<file path="src/rtl/mem_stream_reader_if.sv">
// ----------------------------------------------------------------------------
// mem_stream_reader_if : RAM read-port and output-stream bundle for mem_stream_reader
// Rev 1.0
// ----------------------------------------------------------------------------
`default_nettype none

interface mem_stream_reader_if #(
  parameter int WIDTH = 8,
  parameter int DEPTH = 64
);
  localparam int AW = $clog2(DEPTH);

  logic [AW-1:0]    mem_address;
  logic             mem_wren;
  logic [WIDTH-1:0] mem_data;
  logic [WIDTH-1:0] mem_q;

  logic [WIDTH-1:0] out_data;
  logic             out_valid;
  logic             out_ready;
  logic             out_last;

  modport master (
    output mem_address,
    output mem_wren,
    output mem_data,
    input  mem_q,
    output out_data,
    output out_valid,
    output out_last,
    input  out_ready
  );

  modport slave (
    input  mem_address,
    input  mem_wren,
    input  mem_data,
    output mem_q,
    input  out_data,
    input  out_valid,
    input  out_last,
    output out_ready
  );
endinterface

`default_nettype wire

</file>
<file path="src/rtl/mem_stream_reader.sv">
// ----------------------------------------------------------------------------
// mem_stream_reader : streams LENGTH words from a 1-cycle-latency RAM port
// Rev 1.0
// ----------------------------------------------------------------------------
`default_nettype none

module mem_stream_reader #(
  parameter int WIDTH = 8,
  parameter int DEPTH = 64
) (
  input  logic                     clock,
  input  logic                     rst_n,
  input  logic                     start,
  input  logic [$clog2(DEPTH)-1:0] base_addr,
  input  logic [$clog2(DEPTH):0]   length,
  output logic                     busy,
  output logic                     done,
  mem_stream_reader_if.master      bus
);

  localparam int            AW        = $clog2(DEPTH);
  localparam logic [AW-1:0] LAST_ADDR = AW'(DEPTH - 1);
  localparam logic [AW-1:0] ADDR_ONE  = AW'(1);
  localparam logic [AW:0]   REM_ONE   = (AW + 1)'(1);

  typedef enum logic [1:0] {
    IDLE  = 2'd0,
    READ  = 2'd1,
    DRAIN = 2'd2,
    FIN   = 2'd3
  } state_t;

  state_t state;
  state_t state_nxt;

  logic [AW-1:0]    addr;
  logic [AW:0]      remaining;
  logic             inflight;
  logic             inflight_last;

  logic [WIDTH-1:0] fifo_data [2];
  logic [1:0]       fifo_last;
  logic [1:0]       count;
  logic             wr_ptr;
  logic             rd_ptr;

  logic             issue;
  logic             pop;
  logic             push;
  logic [1:0]       credit;
  logic [AW-1:0]    addr_inc;

  // Buffered plus in-flight words never exceed the two FIFO slots.
  assign push     = inflight;
  assign pop      = (count != 2'd0) && bus.out_ready;
  assign credit   = count + {1'b0, inflight};
  assign addr_inc = (addr == LAST_ADDR) ? '0 : addr + ADDR_ONE;

  assign bus.mem_address = addr;
  assign bus.mem_wren    = 1'b0;
  assign bus.mem_data    = '0;
  assign bus.out_data    = fifo_data[rd_ptr];
  assign bus.out_last    = fifo_last[rd_ptr];
  assign bus.out_valid   = (count != 2'd0);

  always_ff @(posedge clock or negedge rst_n) begin
    if (!rst_n) begin
      state <= IDLE;
    end else begin
      state <= state_nxt;
    end
  end

  always_comb begin
    state_nxt = state;
    issue     = 1'b0;
    busy      = 1'b0;
    done      = 1'b0;
    case (state)
      IDLE: begin
        if (start) begin
          state_nxt = (length == '0) ? FIN : READ;
        end
      end
      READ: begin
        busy = 1'b1;
        if ((remaining != '0) && ((credit < 2'd2) || pop)) begin
          issue = 1'b1;
          if (remaining == REM_ONE) begin
            state_nxt = DRAIN;
          end
        end
      end
      DRAIN: begin
        busy = 1'b1;
        // Leave as soon as the final buffered beat is accepted.
        if (!inflight && ((count == 2'd0) || ((count == 2'd1) && pop))) begin
          state_nxt = FIN;
        end
      end
      FIN: begin
        done      = 1'b1;
        state_nxt = IDLE;
      end
      default: begin
        state_nxt = IDLE;
      end
    endcase
  end

  always_ff @(posedge clock or negedge rst_n) begin
    if (!rst_n) begin
      addr          <= '0;
      remaining     <= '0;
      inflight      <= 1'b0;
      inflight_last <= 1'b0;
      fifo_last     <= '0;
      count         <= '0;
      wr_ptr        <= 1'b0;
      rd_ptr        <= 1'b0;
      for (int i = 0; i < 2; i++) begin
        fifo_data[i] <= '0;
      end
    end else begin
      if ((state == IDLE) && start) begin
        addr      <= base_addr;
        remaining <= length;
      end else if (issue) begin
        addr      <= addr_inc;
        remaining <= remaining - REM_ONE;
      end

      inflight      <= issue;
      inflight_last <= issue && (remaining == REM_ONE);

      if (push) begin
        fifo_data[wr_ptr] <= bus.mem_q;
        fifo_last[wr_ptr] <= inflight_last;
        wr_ptr            <= ~wr_ptr;
      end

      if (pop) begin
        rd_ptr <= ~rd_ptr;
      end

      count <= count + {1'b0, push} - {1'b0, pop};
    end
  end

endmodule

`default_nettype wire

</file>
<file path="src/flat_wrapper.sv">
// flat-port wrapper written by rule: the top's interface ports become plain ports
module mem_stream_reader_flat 
#(
  parameter int WIDTH = 8,
  parameter int DEPTH = 64
)
  (clock, rst_n, start, base_addr, length, busy, done, bus_mem_address, bus_mem_wren, bus_mem_data, bus_mem_q, bus_out_data, bus_out_valid, bus_out_last, bus_out_ready);
  mem_stream_reader_if #(.WIDTH(WIDTH), .DEPTH(DEPTH)) bus_i ();
  input  logic clock;
  input  logic rst_n;
  input  logic start;
  input  logic [$clog2(DEPTH)-1:0] base_addr;
  input  logic [$clog2(DEPTH):0] length;
  output logic busy;
  output logic done;
  output wire logic [$bits(bus_i.mem_address)-1:0] bus_mem_address;
  output wire logic [$bits(bus_i.mem_wren)-1:0] bus_mem_wren;
  output wire logic [$bits(bus_i.mem_data)-1:0] bus_mem_data;
  input wire logic [$bits(bus_i.mem_q)-1:0] bus_mem_q;
  output wire logic [$bits(bus_i.out_data)-1:0] bus_out_data;
  output wire logic [$bits(bus_i.out_valid)-1:0] bus_out_valid;
  output wire logic [$bits(bus_i.out_last)-1:0] bus_out_last;
  input wire logic [$bits(bus_i.out_ready)-1:0] bus_out_ready;
  assign bus_mem_address = bus_i.mem_address;
  assign bus_mem_wren = bus_i.mem_wren;
  assign bus_mem_data = bus_i.mem_data;
  assign bus_i.mem_q = bus_mem_q;
  assign bus_out_data = bus_i.out_data;
  assign bus_out_valid = bus_i.out_valid;
  assign bus_out_last = bus_i.out_last;
  assign bus_i.out_ready = bus_out_ready;
  mem_stream_reader #(.WIDTH(WIDTH), .DEPTH(DEPTH)) u_core (.clock(clock), .rst_n(rst_n), .start(start), .base_addr(base_addr), .length(length), .busy(busy), .done(done), .bus(bus_i));
endmodule
</file>
<file path="config.mk">
export PLATFORM = sky130hd
export DESIGN_NAME = mem_stream_reader_flat
export DESIGN_NICKNAME = d
export VERILOG_FILES = /design/src/rtl/mem_stream_reader_if.sv /design/src/rtl/mem_stream_reader.sv /design/src/flat_wrapper.sv
export SDC_FILE = /design/constraint.sdc
export NUM_CORES = 1
export LEC_CHECK = 0
export CAP_MARGIN = 20
export CORE_ASPECT_RATIO = 1.5
export CORE_MARGIN = 5
export CORE_UTILIZATION = 38
export DETAILED_ROUTE_END_ITERATION = 6
export DONT_BUFFER_PORTS = 1
export PLACE_DENSITY = 0.51
export SETUP_SLACK_MARGIN = 0.1
export SYNTH_ARGS = -nofsm -noshare
export SYNTH_HDL_FRONTEND = slang
export SYNTH_SLANG_ARGS = --single-unit
</file>
<file path="constraint.sdc">
create_clock -name clock -period 2.3 [get_ports clock]
set_input_delay 0.575 -clock clock [delete_from_list [all_inputs] [get_ports clock]]
set_output_delay 0.575 -clock clock [all_outputs]
set_load 0.02 [all_outputs]
</file>
==> results of run 1 <==
through the flow:
step / hold slack [ns] / worst slack (ns) / instance area (um2) / instances
global route: 0.1290 / 0.1190 / 2331 / 276
CTS: 0.1223 / 0.1587 / 2316 / 274
finish: 0.1202 / 0.2239 / 2331 / 276
floorplan: 0.2794 / 0.2752 / 2151 / 205
detailed placement: 0.2809 / 0.1777 / 2178 / 265
global placement: 0.2809 / 0.2588 / 2178 / 265
sequential cells by signal, summed over array words and instances, names as in the netlist:
register and flops:
u_core.count 2, u_core.state 2, u_core.wr_ptr 1, u_core.remaining 7, u_core.fifo_data 16, u_core.inflight_last 1, u_core.bus.mem_address 6, u_core.rd_ptr 1
u_core.inflight 1, u_core.fifo_last 2
power by group through the flow:
stage,clock network [W],logic [W],registers [W]
final,0.000586,0.00158,0.00141
after global routing,0.000628,0.00176,0.00146
after CTS,0.000608,0.00157,0.00141
after detailed placement,0,0.00155,0.00143
after global placement,0,0.00152,0.00139
after floorplan,0,0.00133,0.00130
cell type report:
cell class | instances | area share
Inverter | 6 | 0.009662
Tap cell | 70 | 0.03757
Sequential cell | 39 | 0.4187
Clock inverter | 2 | 0.01503
Multi-Input combinational cell | 147 | 0.4589
Clock buffer | 6 | 0.03543
Timing Repair Buffer | 6 | 0.02469
kinds of logic (layout without fill, tap and decap cells):
kind of cell               count (synthesis)  in the layout  share of synthesized area
and+or+nand+nor                           62             62                     0.1446
DFF                                       39             39                     0.4602
muxes                                     30             30                     0.1575
AOI/OAI and AO/OA                         25             25                    0.08200
buffers and inverters                     19             20                    0.04955
xor gates and xnor gates                  11             11                    0.04543
adders and majority gates                 10             10                    0.05900
other                                      1              9                   0.001768
final timing paths:
kind | from | to | slack, ns
min in group clock | length[2] | u_core.remaining[2]$_DFFE_PN0P_ | 0.40
worst max-delay path | u_core.count[0]$_DFF_PN0_ | u_core.bus.mem_address[5]$_DFFE_PN0P_ | 0.22
worst max register to register | u_core.count[0]$_DFF_PN0_ | u_core.bus.mem_address[5]$_DFFE_PN0P_ | 0.22
max in group asynchronous | rst_n | u_core.fifo_data[12]$_DFFE_PN0P_ | 1.99
worst min-delay path | rst_n | u_core.count[0]$_DFF_PN0_ | 0.12
worst min register to register | u_core.wr_ptr$_DFFE_PN0P_ | u_core.wr_ptr$_DFFE_PN0P_ | 0.50
routing by layer:
layer | GRT usage | wire length, um | vias to the layer above
met3 | 0.04667 | 295 | 8
met5 | 0 | 0 | -
li1 | - | - | 686
met4 | 0.04486 | 88 | 0
met1 | 0.1302 | 1568 | 721
met2 | 0.2559 | 2630 | 43
what timing repair did:
action / in CTS / in global routing
hold buffers: 1 / 0
setup buffers: 0 / 2
hold endpoints to repair: 39 / 0
endpoints found under the setup margin: 0 / 1
cell usage in the layout, fill, tap and decap left out, drive strengths merged, types with 2 or more instances in the layout:
| master | count |
|---|---|
| a31oi | 5 |
| a221o | 2 |
| a21oi | 7 |
| clkbuf | 6 |
| conb | 9 |
| nor2b | 4 |
| o21ai | 7 |
| xnor2 | 6 |
| nor3 | 4 |
| dfrtp | 39 |
| o31ai | 2 |
| inv | 6 |
| ha | 10 |
| mux2 | 27 |
| nor2 | 16 |
| mux2i | 3 |
| xor2 | 5 |
| nand2 | 16 |
| nand2b | 2 |
| nand3 | 10 |
| buf | 6 |
| nor4 | 2 |
critical path, delay by kind of cell, from the launching register on:
kind                     cells  cell delay [ns]
flip-flops                   1             0.39
AO/OA/AOI/OAI                2             0.58
adder cells (fa/ha/maj)      1             0.24
AND/OR/NAND/NOR              3             0.80
==> impl_metrics.env, run 1 <==
export IMPL_finalSetupViolations=0
export IMPL_switching_share=0.4135
export IMPL_globalRoute_totalOverflow=0
export IMPL_finalHoldViolCount=0
export IMPL_clkPwrFrac=0.164
export IMPL_cp_end_kind="register"
export IMPL_power_w=0.003569
export IMPL_critical_path_arrival_ns=2.29
export IMPL_n_antenna_cell=0
export IMPL_drive_gt1_frac=0.2330
export IMPL_final_core_utilization=0.4277
export IMPL_dieArea_mm2=0.007206
export IMPL_switchingPower_w=0.001476
export IMPL_synth_flop_cell="sky130_fd_sc_hd__dfrtp_1"
export IMPL_r2r_worst_path_cells=6
export IMPL_num_io_pins=52
export IMPL_yosys_cell_count_top_type="sky130_fd_sc_hd__dfrtp_1"
export IMPL_final_setup_skew_ns=0.006179
export IMPL_clock_sinks=39
export IMPL_delay_contributed_by_the_slowest_stage_of_the_critical_path_ns=0.53
export IMPL_place_congestion=0.7928
export IMPL_syn2layout_area_growth_pct=9.912
export IMPL_ys_async_sr_fraction=1.000
export IMPL_post_route_drc_count=0
export IMPL_multi_input_comb_area_mm2=0.001070
export IMPL_first_global_vias=1557
export IMPL_irDropWorstVdd_mv=0.6061
export IMPL_synth_seq_cells=39
export IMPL_avgSynthCellArea_um2=10.77
export IMPL_synth_edf_count=0
export IMPL_pin_count_of_the_biggest_net_entering_global_routing=40
export IMPL_grt_antenna_before_repair=0
export IMPL_ys_top_cells_by_area="sky130_fd_sc_hd__dfrtp_1 (46%), sky130_fd_sc_hd__mux2_2 (14%), sky130_fd_sc_hd__ha_1 (5.9%)"
export IMPL_cts_htree_levels=2
export IMPL_floorplan_die_width_um=71.00
export IMPL_die_y_um=101.5
export IMPL_pwr_share_comb=0.442
export IMPL_crit_required_ns=2.52
export IMPL_ys_seq_area_frac=0.4602
export IMPL_power_density_mw_per_mm2=1531
export IMPL_seq_power_share=0.394
export IMPL_crit_slowest_cell="sky130_fd_sc_hd__or4_1"
export IMPL_netlist_top_cells_count="sky130_fd_sc_hd__dfrtp_1 (39), sky130_fd_sc_hd__mux2_2 (27), sky130_fd_sc_hd__nor2_1 (16), sky130_fd_sc_hd__nand2_1 (15)"
export IMPL_list_of_cells_traversed_by_the_critical_path="ha_1 > nor2b_2 > a221oi_4 > nand2_4 > or4_1 > a31oi_1"
export IMPL_ctsResizeCount=0
export IMPL_run_status="finished clean"
export IMPL_finalCriticalPeriod_ns=2.076
export IMPL_max_cap_viol_count=0
export IMPL_clock_tree_from_tritoncts="done"
export IMPL_insertion_delay_ns=0.29
export IMPL_ctsLongestPathBuffers=2
export IMPL_post_route_period_util=0.9027
export IMPL_wirelength_um=4581
export IMPL_rows=33
export IMPL_route_detailed_wl_per_inst_um=16.60
export IMPL_cts_clk_slew_worst_paths_ns=0.08
export IMPL_initial_utilization=0.3891
export IMPL_buffer_ports_inserted=0
export IMPL_post_synth_num_cell_types=34
export IMPL_regArea_um2=975.9
export IMPL_route_vias_total=1458
export IMPL_yosysWarnings=0
export IMPL_drt_vias_per_instance=5.283
export IMPL_critical_path_peak_fanout=5
export IMPL_fill_cells=567
export IMPL_maxSlewViolCount=0
export IMPL_biggest_area_consumer_among_synthesized_cells="sky130_fd_sc_hd__dfrtp_1"
export IMPL_hp_class="in -> async"
export IMPL_cts_root_buffer="sky130_fd_sc_hd__clkbuf_8"
export IMPL_worst_setup_path_start_kind="register"
export IMPL_type_of_the_setup_path_with_the_least_slack="reg -> reg"
export IMPL_ant_nets=0
export IMPL_total_negative_setup_slack_ns=0
export IMPL_syn_instance_count=197
export IMPL_all_layer_global_routing_usage=0.1331
export IMPL_proportion_of_netlist_area_held_by_the_largest_area_contributor=0.4602
export IMPL_max_clock_freq_ghz=0.4817
export IMPL_dr_pass1_iters=4
export IMPL_drtIter0Drc=46
export IMPL_grt_setup_unrepaired="no"
export IMPL_core_area_mm2=0.005450
export IMPL_power_internal_w=0.002094
export IMPL_cts_buffers=5
export IMPL_static_leakage_power_nw=0.9915
export IMPL_first_pass_grt_wire_length_um=7486
export IMPL_layout_nets=240
export IMPL_dpl_hpwl_um=3561
export IMPL_syn_area_mm2=0.002121
Note: power is estimated with default switching activity, not from simulation.
==> inputs of run 2 (changes only) <==
--- a/config.mk
+++ b/config.mk
@@ -13,6 +13,7 @@
 export DONT_BUFFER_PORTS = 1
 export PLACE_DENSITY = 0.51
 export SETUP_SLACK_MARGIN = 0.1
+export SLEW_MARGIN = 10
 export SYNTH_ARGS = -nofsm -noshare
 export SYNTH_HDL_FRONTEND = slang
 export SYNTH_SLANG_ARGS = --single-unit
==> results of run 2 <==
No change in the layout: final DEF, timing and power equal those of run 1.
